**config.mk**
```make
export PLATFORM = sky130hd
export DESIGN_NAME = otp_pgm_verify_ctrl
export DESIGN_NICKNAME = d
export VERILOG_FILES = /design/src/rtl/otp_pgm_verify_ctrl_pkg.sv /design/src/rtl/otp_pgm_verify_ctrl_timer.sv /design/src/rtl/otp_pgm_verify_ctrl.sv
export SDC_FILE = /design/constraint.sdc
export NUM_CORES = 1
export LEC_CHECK = 0
export ABC_AREA = 1
export BUFFER_PORTS_ARGS = -buffer_cell sky130_fd_sc_hd__buf_2
export CORE_ASPECT_RATIO = 0.5
export CORE_UTILIZATION = 51
export DETAILED_ROUTE_END_ITERATION = 7
export MAX_ROUTING_LAYER = met4
export PLACE_DENSITY_LB_ADDON = 0.08
export RECOVER_POWER = 50
export SYNTH_ARGS = -nofsm -noshare
export SYNTH_HDL_FRONTEND = slang
export SYNTH_HIERARCHICAL = 1
export SYNTH_SLANG_ARGS = --single-unit
```
**constraint.sdc**
```tcl
create_clock -name clk -period 2.9 [get_ports clk]
set_clock_uncertainty 0.05 [all_clocks]
set_input_delay 0.435 -clock clk [delete_from_list [all_inputs] [get_ports clk]]
set_output_delay 0.435 -clock clk [all_outputs]
set_load 0.02 [all_outputs]
```
**src/rtl/otp_pgm_verify_ctrl_pkg.sv**
```systemverilog
// ---------------------------------------------------------------------------
// otp_pkg
// Shared definitions for the OTP program/verify controller: command opcodes,
// response status codes, FSM state encodings and a small constant helper.
// ---------------------------------------------------------------------------
package otp_pkg;

  // Command opcodes as presented on cmd_op.
  typedef enum logic [1:0] {
    OP_NOP     = 2'b00,
    OP_READ    = 2'b01,
    OP_PROGRAM = 2'b10,
    OP_BLANK   = 2'b11
  } op_e;

  // Response status codes as returned on rsp_status.
  typedef enum logic [1:0] {
    STS_OK        = 2'b00,
    STS_VFY_FAIL  = 2'b01,
    STS_NOT_BLANK = 2'b10,
    STS_BAD_COL   = 2'b11
  } status_e;

  // Controller states. Kept as plain constants so the encoding stays
  // stable for older blocks that decode the state directly.
  typedef logic [2:0] state_t;

  localparam state_t S_IDLE        = 3'd0;
  localparam state_t S_RD_SETTLE   = 3'd1;
  localparam state_t S_PGM_SETUP   = 3'd2;
  localparam state_t S_PGM_PULSE   = 3'd3;
  localparam state_t S_PGM_RECOVER = 3'd4;
  localparam state_t S_VFY_SETTLE  = 3'd5;
  localparam state_t S_DONE        = 3'd6;

  // Larger of two integers, used to size the shared phase timer.
  function automatic int max2(input int a, input int b);
    return (a > b) ? a : b;
  endfunction

endpackage

```
**src/rtl/otp_pgm_verify_ctrl_timer.sv**
```systemverilog
// ---------------------------------------------------------------------------
// otp_timer
// Loadable down-counter used to time the sense-settle and program-pulse
// phases of the OTP controller. A single instance is shared by all phases.
//
// Ports:
//   clk       in   clock
//   reset     in   synchronous active-high reset
//   start     in   load load_val on this edge
//   load_val  in   phase length in cycles (>= 1)
//   done      out  high during the last cycle of the loaded phase
// ---------------------------------------------------------------------------
module otp_timer
  import otp_pkg::*;
#(
  parameter int W = 4
) (
  input  logic         clk,
  input  logic         reset,
  input  logic         start,
  input  logic [W-1:0] load_val,
  output logic         done
);

  logic [W-1:0] cnt_q;
  logic [W-1:0] cnt_d;

  // The count equals the number of cycles left in the phase, so the phase's
  // first cycle sees load_val and its last cycle sees 1. It rests at 0.
  always_comb begin
    cnt_d = cnt_q;
    if (start) begin
      cnt_d = load_val;
    end else if (cnt_q != '0) begin
      cnt_d = cnt_q - W'(1);
    end
  end

  always_ff @(posedge clk) begin
    if (reset) begin
      cnt_q <= '0;
    end else begin
      cnt_q <= cnt_d;
    end
  end

  assign done = (cnt_q == W'(1));

endmodule

```
**src/rtl/otp_pgm_verify_ctrl.sv**
```systemverilog
// ---------------------------------------------------------------------------
// otp_pgm_verify_ctrl
// OTP array controller. Accepts read, program and blank-check commands on a
// valid/ready interface, sequences the macro's wordline, bitline and program
// strobes, and runs a program / verify / retry loop that only pulses bits
// still needing a 0->1 transition. Returns data and status per command.
//
// Ports:
//   clk, reset    clock, synchronous active-high reset
//   cmd_valid     command request
//   cmd_ready     out: high only while idle
//   cmd_op        00 nop, 01 read, 10 program, 11 blank-check
//   cmd_col       target column
//   cmd_data      bits to program (1 = blow)
//   sense_data    sense-amp outputs from the macro
//   pl            program lines; pl[2c] precharge, pl[2c+1] HV strobe
//   bl            read bitline select
//   wln / wlp     read / program wordlines
//   prg           HV pump enable
//   read_active   sense window active
//   rsp_valid     one-cycle response pulse
//   rsp_data      column contents after the operation
//   rsp_status    00 ok, 01 verify fail, 10 not blank, 11 bad column
//   busy          high whenever not idle
// ---------------------------------------------------------------------------
module otp_pgm_verify_ctrl
  import otp_pkg::*;
#(
  parameter  int ROWS            = 8,
  parameter  int COLS            = 16,
  parameter  int PGM_PULSE_CYC   = 10,
  parameter  int READ_SETTLE_CYC = 4,
  parameter  int MAX_RETRY       = 3,
  localparam int ADDR_W          = (COLS > 1) ? $clog2(COLS) : 1
) (
  input  logic              clk,
  input  logic              reset,
  input  logic              cmd_valid,
  output logic              cmd_ready,
  input  logic [1:0]        cmd_op,
  input  logic [ADDR_W-1:0] cmd_col,
  input  logic [ROWS-1:0]   cmd_data,
  input  logic [ROWS-1:0]   sense_data,
  output logic [2*COLS-1:0] pl,
  output logic [COLS-1:0]   bl,
  output logic [ROWS-1:0]   wln,
  output logic [ROWS-1:0]   wlp,
  output logic              prg,
  output logic              read_active,
  output logic              rsp_valid,
  output logic [ROWS-1:0]   rsp_data,
  output logic [1:0]        rsp_status,
  output logic              busy
);

  localparam int TMR_MAX = max2(PGM_PULSE_CYC, READ_SETTLE_CYC);
  localparam int TMR_W   = $clog2(TMR_MAX + 1);
  localparam int RTY_W   = (MAX_RETRY > 0) ? $clog2(MAX_RETRY + 1) : 1;

  localparam logic [ADDR_W:0]  COLS_LIM  = (ADDR_W + 1)'(COLS);
  localparam logic [TMR_W-1:0] SETTLE_LD = TMR_W'(READ_SETTLE_CYC);
  localparam logic [TMR_W-1:0] PULSE_LD  = TMR_W'(PGM_PULSE_CYC);
  localparam logic [RTY_W-1:0] RTY_LIM   = RTY_W'(MAX_RETRY);

  // Control state
  state_t            state_q, state_d;
  op_e               op_q, op_d;
  logic [ADDR_W-1:0] col_q, col_d;
  logic [ROWS-1:0]   mask_q, mask_d;
  logic [RTY_W-1:0]  retry_q, retry_d;

  // Registered outputs
  logic              cmd_ready_q, cmd_ready_d;
  logic [2*COLS-1:0] pl_q, pl_d;
  logic [COLS-1:0]   bl_q, bl_d;
  logic [ROWS-1:0]   wln_q, wln_d;
  logic [ROWS-1:0]   wlp_q, wlp_d;
  logic              prg_q, prg_d;
  logic              read_active_q, read_active_d;
  logic              rsp_valid_q, rsp_valid_d;
  logic [ROWS-1:0]   rsp_data_q, rsp_data_d;
  logic [1:0]        rsp_status_q, rsp_status_d;
  logic              busy_q, busy_d;

  // Timer interface and helpers
  logic              tmr_start;
  logic [TMR_W-1:0]  tmr_load;
  logic              tmr_done;
  logic              accept;
  logic              col_bad;
  logic [ROWS-1:0]   remaining;

  assign accept  = cmd_valid && cmd_ready_q;
  assign col_bad = ({1'b0, cmd_col} >= COLS_LIM);

  // Bits of the current mask that the macro still reads as 0. At the end of
  // the pre-read the mask holds cmd_data, so this yields cmd_data & ~sample;
  // at the end of a verify it yields the bits the last pulse failed to blow.
  assign remaining = mask_q & ~sense_data;

  otp_timer #(
    .W (TMR_W)
  ) u_timer (
    .clk      (clk),
    .reset    (reset),
    .start    (tmr_start),
    .load_val (tmr_load),
    .done     (tmr_done)
  );

  // Next-state logic. Timed phases load the shared timer on the edge that
  // enters them and leave on the cycle the timer reports done; sense_data
  // is captured on that same final settle cycle.
  always_comb begin
    state_d      = state_q;
    op_d         = op_q;
    col_d        = col_q;
    mask_d       = mask_q;
    retry_d      = retry_q;
    rsp_data_d   = rsp_data_q;
    rsp_status_d = rsp_status_q;
    tmr_start    = 1'b0;
    tmr_load     = SETTLE_LD;

    case (state_q)
      S_IDLE: begin
        if (accept && (op_e'(cmd_op) != OP_NOP)) begin
          op_d    = op_e'(cmd_op);
          retry_d = '0;
          if (col_bad) begin
            col_d        = '0;
            state_d      = S_DONE;
            rsp_status_d = STS_BAD_COL;
            rsp_data_d   = '0;
          end else begin
            col_d     = cmd_col;
            mask_d    = cmd_data;
            state_d   = S_RD_SETTLE;
            tmr_start = 1'b1;
          end
        end
      end

      S_RD_SETTLE: begin
        if (tmr_done) begin
          rsp_data_d   = sense_data;
          rsp_status_d = STS_OK;
          state_d      = S_DONE;
          case (op_q)
            OP_BLANK: begin
              if (sense_data != '0) begin
                rsp_status_d = STS_NOT_BLANK;
              end
            end
            OP_PROGRAM: begin
              // Already-blown bits are dropped; nothing left means the
              // reprogram is a no-op and completes without a pulse.
              if (remaining != '0) begin
                mask_d  = remaining;
                state_d = S_PGM_SETUP;
              end
            end
            default: ;
          endcase
        end
      end

      S_PGM_SETUP: begin
        state_d   = S_PGM_PULSE;
        tmr_start = 1'b1;
        tmr_load  = PULSE_LD;
      end

      S_PGM_PULSE: begin
        if (tmr_done) begin
          state_d = S_PGM_RECOVER;
        end
      end

      S_PGM_RECOVER: begin
        state_d   = S_VFY_SETTLE;
        tmr_start = 1'b1;
      end

      S_VFY_SETTLE: begin
        if (tmr_done) begin
          rsp_data_d = sense_data;
          if (remaining == '0) begin
            rsp_status_d = STS_OK;
            state_d      = S_DONE;
          end else if (retry_q < RTY_LIM) begin
            retry_d = retry_q + RTY_W'(1);
            mask_d  = remaining;
            state_d = S_PGM_SETUP;
          end else begin
            rsp_status_d = STS_VFY_FAIL;
            state_d      = S_DONE;
          end
        end
      end

      S_DONE: begin
        state_d = S_IDLE;
      end

      default: begin
        state_d = S_IDLE;
      end
    endcase
  end

  // Output decode from the next state, so every strobe is a flop that
  // changes on the same edge as the state it belongs to.
  always_comb begin
    cmd_ready_d   = (state_d == S_IDLE);
    busy_d        = (state_d != S_IDLE);
    rsp_valid_d   = (state_d == S_DONE);
    pl_d          = '0;
    bl_d          = '0;
    wln_d         = '0;
    wlp_d         = '0;
    prg_d         = 1'b0;
    read_active_d = 1'b0;

    case (state_d)
      S_RD_SETTLE, S_VFY_SETTLE: begin
        bl_d[col_d]   = 1'b1;
        wln_d         = '1;
        read_active_d = 1'b1;
      end
      S_PGM_SETUP: begin
        pl_d[{col_d, 1'b0}] = 1'b1;
        prg_d               = 1'b1;
      end
      S_PGM_PULSE: begin
        pl_d[{col_d, 1'b0}] = 1'b1;
        pl_d[{col_d, 1'b1}] = 1'b1;
        wlp_d               = mask_d;
        prg_d               = 1'b1;
      end
      default: ;
    endcase
  end

  // State and output registers. Reset aborts any command in flight and
  // returns every strobe to 0 without issuing a response.
  always_ff @(posedge clk) begin
    if (reset) begin
      state_q       <= S_IDLE;
      op_q          <= OP_NOP;
      col_q         <= '0;
      mask_q        <= '0;
      retry_q       <= '0;
      cmd_ready_q   <= 1'b1;
      pl_q          <= '0;
      bl_q          <= '0;
      wln_q         <= '0;
      wlp_q         <= '0;
      prg_q         <= 1'b0;
      read_active_q <= 1'b0;
      rsp_valid_q   <= 1'b0;
      rsp_data_q    <= '0;
      rsp_status_q  <= '0;
      busy_q        <= 1'b0;
    end else begin
      state_q       <= state_d;
      op_q          <= op_d;
      col_q         <= col_d;
      mask_q        <= mask_d;
      retry_q       <= retry_d;
      cmd_ready_q   <= cmd_ready_d;
      pl_q          <= pl_d;
      bl_q          <= bl_d;
      wln_q         <= wln_d;
      wlp_q         <= wlp_d;
      prg_q         <= prg_d;
      read_active_q <= read_active_d;
      rsp_valid_q   <= rsp_valid_d;
      rsp_data_q    <= rsp_data_d;
      rsp_status_q  <= rsp_status_d;
      busy_q        <= busy_d;
    end
  end

  assign cmd_ready   = cmd_ready_q;
  assign pl          = pl_q;
  assign bl          = bl_q;
  assign wln         = wln_q;
  assign wlp         = wlp_q;
  assign prg         = prg_q;
  assign read_active = read_active_q;
  assign rsp_valid   = rsp_valid_q;
  assign rsp_data    = rsp_data_q;
  assign rsp_status  = rsp_status_q;
  assign busy        = busy_q;

endmodule

```
==> impl_metrics.json <==
{
  "fillers": 588,
  "power_leakage_nw": 1.811,
  "numClockSinks": 94,
  "port_buffers": 103,
  "dr.pass1.iters": 4,
  "synth-edff-count": 0,
  "cp-startpoint": "u_timer/cnt_q[1]",
  "cts_hold_buf": 0,
  "hp-class": "input pin to flop",
  "slew_viol_final": 0,
  "crit_type": "flop to flop",
  "synth_area_mm2": 0.003500,
  "drc": 0,
  "slowest_delay_ns": 0.36,
  "die_w_um": 119.2,
  "cts_buffers": 9,
  "synthToLayoutAreaGrowth_pct": 20.70,
  "hold_viol": 0,
  "start_util_pct": 55.28,
  "clock.fmax_mhz": 438.5,
  "seq_area_frac_synth_pct": 53.77,
  "worstSetupStartpointType": "flop",
  "arrival_ns": 2.50,
  "wl_per_cell_um": 12.14,
  "die-area_mm2": 0.007218,
  "final.setup.tns_ns": 0,
  "power.density_mw_per_mm2": 922.6,
  "ant_nets": 0,
  "drive_gt1_share_pct": 12.73,
  "crit_required_ns": 3.12,
  "globalplace.congestion": 0.8736,
  "final_cell_mix": "dfxtp_1 (94), nand2_1 (85), clkbuf_1 (79)",
  "period_share_pct": 78.65,
  "avgSynthCellArea_um2": 8.008,
  "nNetsFinal": 566,
  "grt_pass1_vias": 2594,
  "fp-row-count": 20,
  "yosysWarnings": 6,
  "slowest_stage": "nor2_2",
  "postCtsResizedCells": 0,
  "instances_no_fill": 631,
  "fin_util_pct": 66.72,
  "period_needed_ns": 2.281,
  "vdd_drop_max_mv": 0.5264,
  "critPathCaptureType": "flop",
  "syn_inst": 437,
  "root_buffer": "clkbuf_16",
  "grt_antenna_before_repair": 1,
  "drtIter0Drc": 187,
  "dp_hpwl_um": 5556,
  "reg2reg_depth": 10,
  "slew_headroom_pct": 58.37,
  "clock_latency_ns": 0.34,
  "synth-main-ff-cell": "dfxtp_1",
  "placedCellCount": 614,
  "cap_violations": 0,
  "via_per_inst": 4.739,
  "cts_tree": "done",
  "path_common_cell": "inv_1",
  "cp-endpoint": "pl[14]",
  "async_flop_share_pct": 0,
  "final_common_cell": "dfxtp_1",
  "holdWs_ns": 0.3154,
  "final_area_mm2": 0.004224,
  "grt_use_total_pct": 23.29,
  "synth-seq-cells": 94,
  "synth_cell_types": 30,
  "syn-num-nets": 466,
  "clk_path_buf_depth": 2,
  "routed_wl_um": 7663,
  "status": "finished, final reports clean",
  "r2r_setup_slack_ns": 0.62,
  "grt_overflow": 0,
  "r2r_end": "pl[14]",
  "cp_max_fo": 11,
  "path_depth": 10,
  "worst-slew-pin-transition_ns": 0.6179,
  "path_delay_family": "simple AND/OR/NAND/NOR gates",
  "vias": 2990,
  "path_cells": "inv_1, ha_1, nor3b_1, buf_4, inv_1, o31a_1, nand2_1, nor2_2, nand2_2, nor2_1",
  "post_dp_cell_area_mm2": 0.004029,
  "r2r_start": "u_timer/cnt_q[1]",
  "worstHoldStart": "cmd_op[0]",
  "die_h_um": 60.58,
  "cts.clk_slew.worst_paths_ns": 0.06,
  "htreeDepth": 3,
  "grt_max_degree": 23,
  "grt_pass1_wl_um": 12410,
  "finalSetupViolCount": 0,
  "io_pins": 104,
  "rsz0062_at_grt": "false",
  "crit_buf_inv": 3,
  "cts_setup_buffers": 0,
  "core_mm2": 0.006331
}
Yosys cell counts, types with 4 or more instances:
master	instances	area (um^2)
clkbuf_1	4	15.01
o21ai_0	16	80.08
a21oi_1	34	170.2
nand4_1	10	62.56
buf_4	8	60.06
nor2_1	60	225.2
nand2_2	5	31.28
nand2_1	84	315.3
ha_1	4	50.05
inv_2	6	22.52
nand3_1	14	70.07
dfxtp_1	94	1882
nor2_2	11	68.82
inv_1	51	191.4
nor3_1	12	60.06
metal layers:
| layer | routed length [um] | up-vias | track usage [%] |
|---|---|---|---|
| li1 | - | 1568 | - |
| met1 | 3885 | 1339 | 31.25 |
| met2 | 3164 | 75 | 33.55 |
| met3 | 565 | 8 | 7.801 |
| met4 | 48 | 0 | 6.148 |
| met5 | 0 | - | - |
report_power, final:
group | switching (W) | internal (W) | total (W) | leakage [nW]
Sequential | 0.0000823 | 0.00142 | 0.00150 | 0.761
Clock | 0.000480 | 0.000722 | 0.00120 | 0.156
Combinational | 0.000859 | 0.000334 | 0.00119 | 0.893
Total | 0.00142 | 0.00248 | 0.00390 | 1.81
metrics by stage:
| step | power [W] | setup slack, ns |
|---|---|---|
| after floorplan | 0.002537 | 0.8750 |
| after CTS | 0.003964 | 0.6229 |
| final | 0.003897 | 0.6193 |
| after detailed placement | 0.002769 | 0.6435 |
| after global routing | 0.004149 | 0.3591 |
| after global placement | 0.002749 | 0.7395 |
how the worst min path moves through the flow:
stage	depth (start not counted)	endpoint
2_1_floorplan	1	retry_q[0]
3_3_place_gp	2	rsp_data[2]
3_5_place_dp	2	rsp_data[3]
4_1_cts	3	op_q[0]
5_1_grt	3	rsp_data[3]
6_report	3	op_q[0]
worst register-to-register path, delay by kind of cell, from the launching register on:
family	cells	cell delay, ns
and+or+nand+nor	5	1.00
buffers and inverters	3	0.45
DFF	1	0.35
adders and majority gates	1	0.19
AOI/OAI and AO/OA	1	0.17
logic make-up (layout without fill, tap and decap cells):
group,Yosys count,count (layout),synth area share [%]
other,1,2,0.1072
flip-flops,94,94,53.77
buffers and inverters,77,182,9.832
adder cells (fa/ha/maj),4,4,1.430
AO/OA/AOI/OAI,56,56,8.760
AND/OR/NAND/NOR,205,205,26.10
state kept, by name, indices dropped and copies added (netlist names):
| register | count |
|---|---|
| rsp_status | 2 |
| busy | 1 |
| pl | 32 |
| col_q | 4 |
| wln | 1 |
| state_q | 3 |
| mask_q | 8 |
| rsp_valid | 1 |
| wlp | 8 |
| rsp_data | 8 |
| cmd_ready | 1 |
| prg | 1 |
| retry_q | 2 |
| bl | 16 |
| op_q | 2 |
| u_timer/cnt_q | 4 |
cell type report:
type	instances	area (um^2)	share of cell area, %
sequential	94	1882	44.55
multi-input combinational	266	1247	29.53
timing repair buffer	106	439.2	10.40
clock buffer	11	252.7	5.983
inverter	60	225.2	5.332
tap	88	110.1	2.607
clock inverter	5	65.06	1.540
antenna	1	2.502	0.05924
Power figures use the tool's default switching activity.
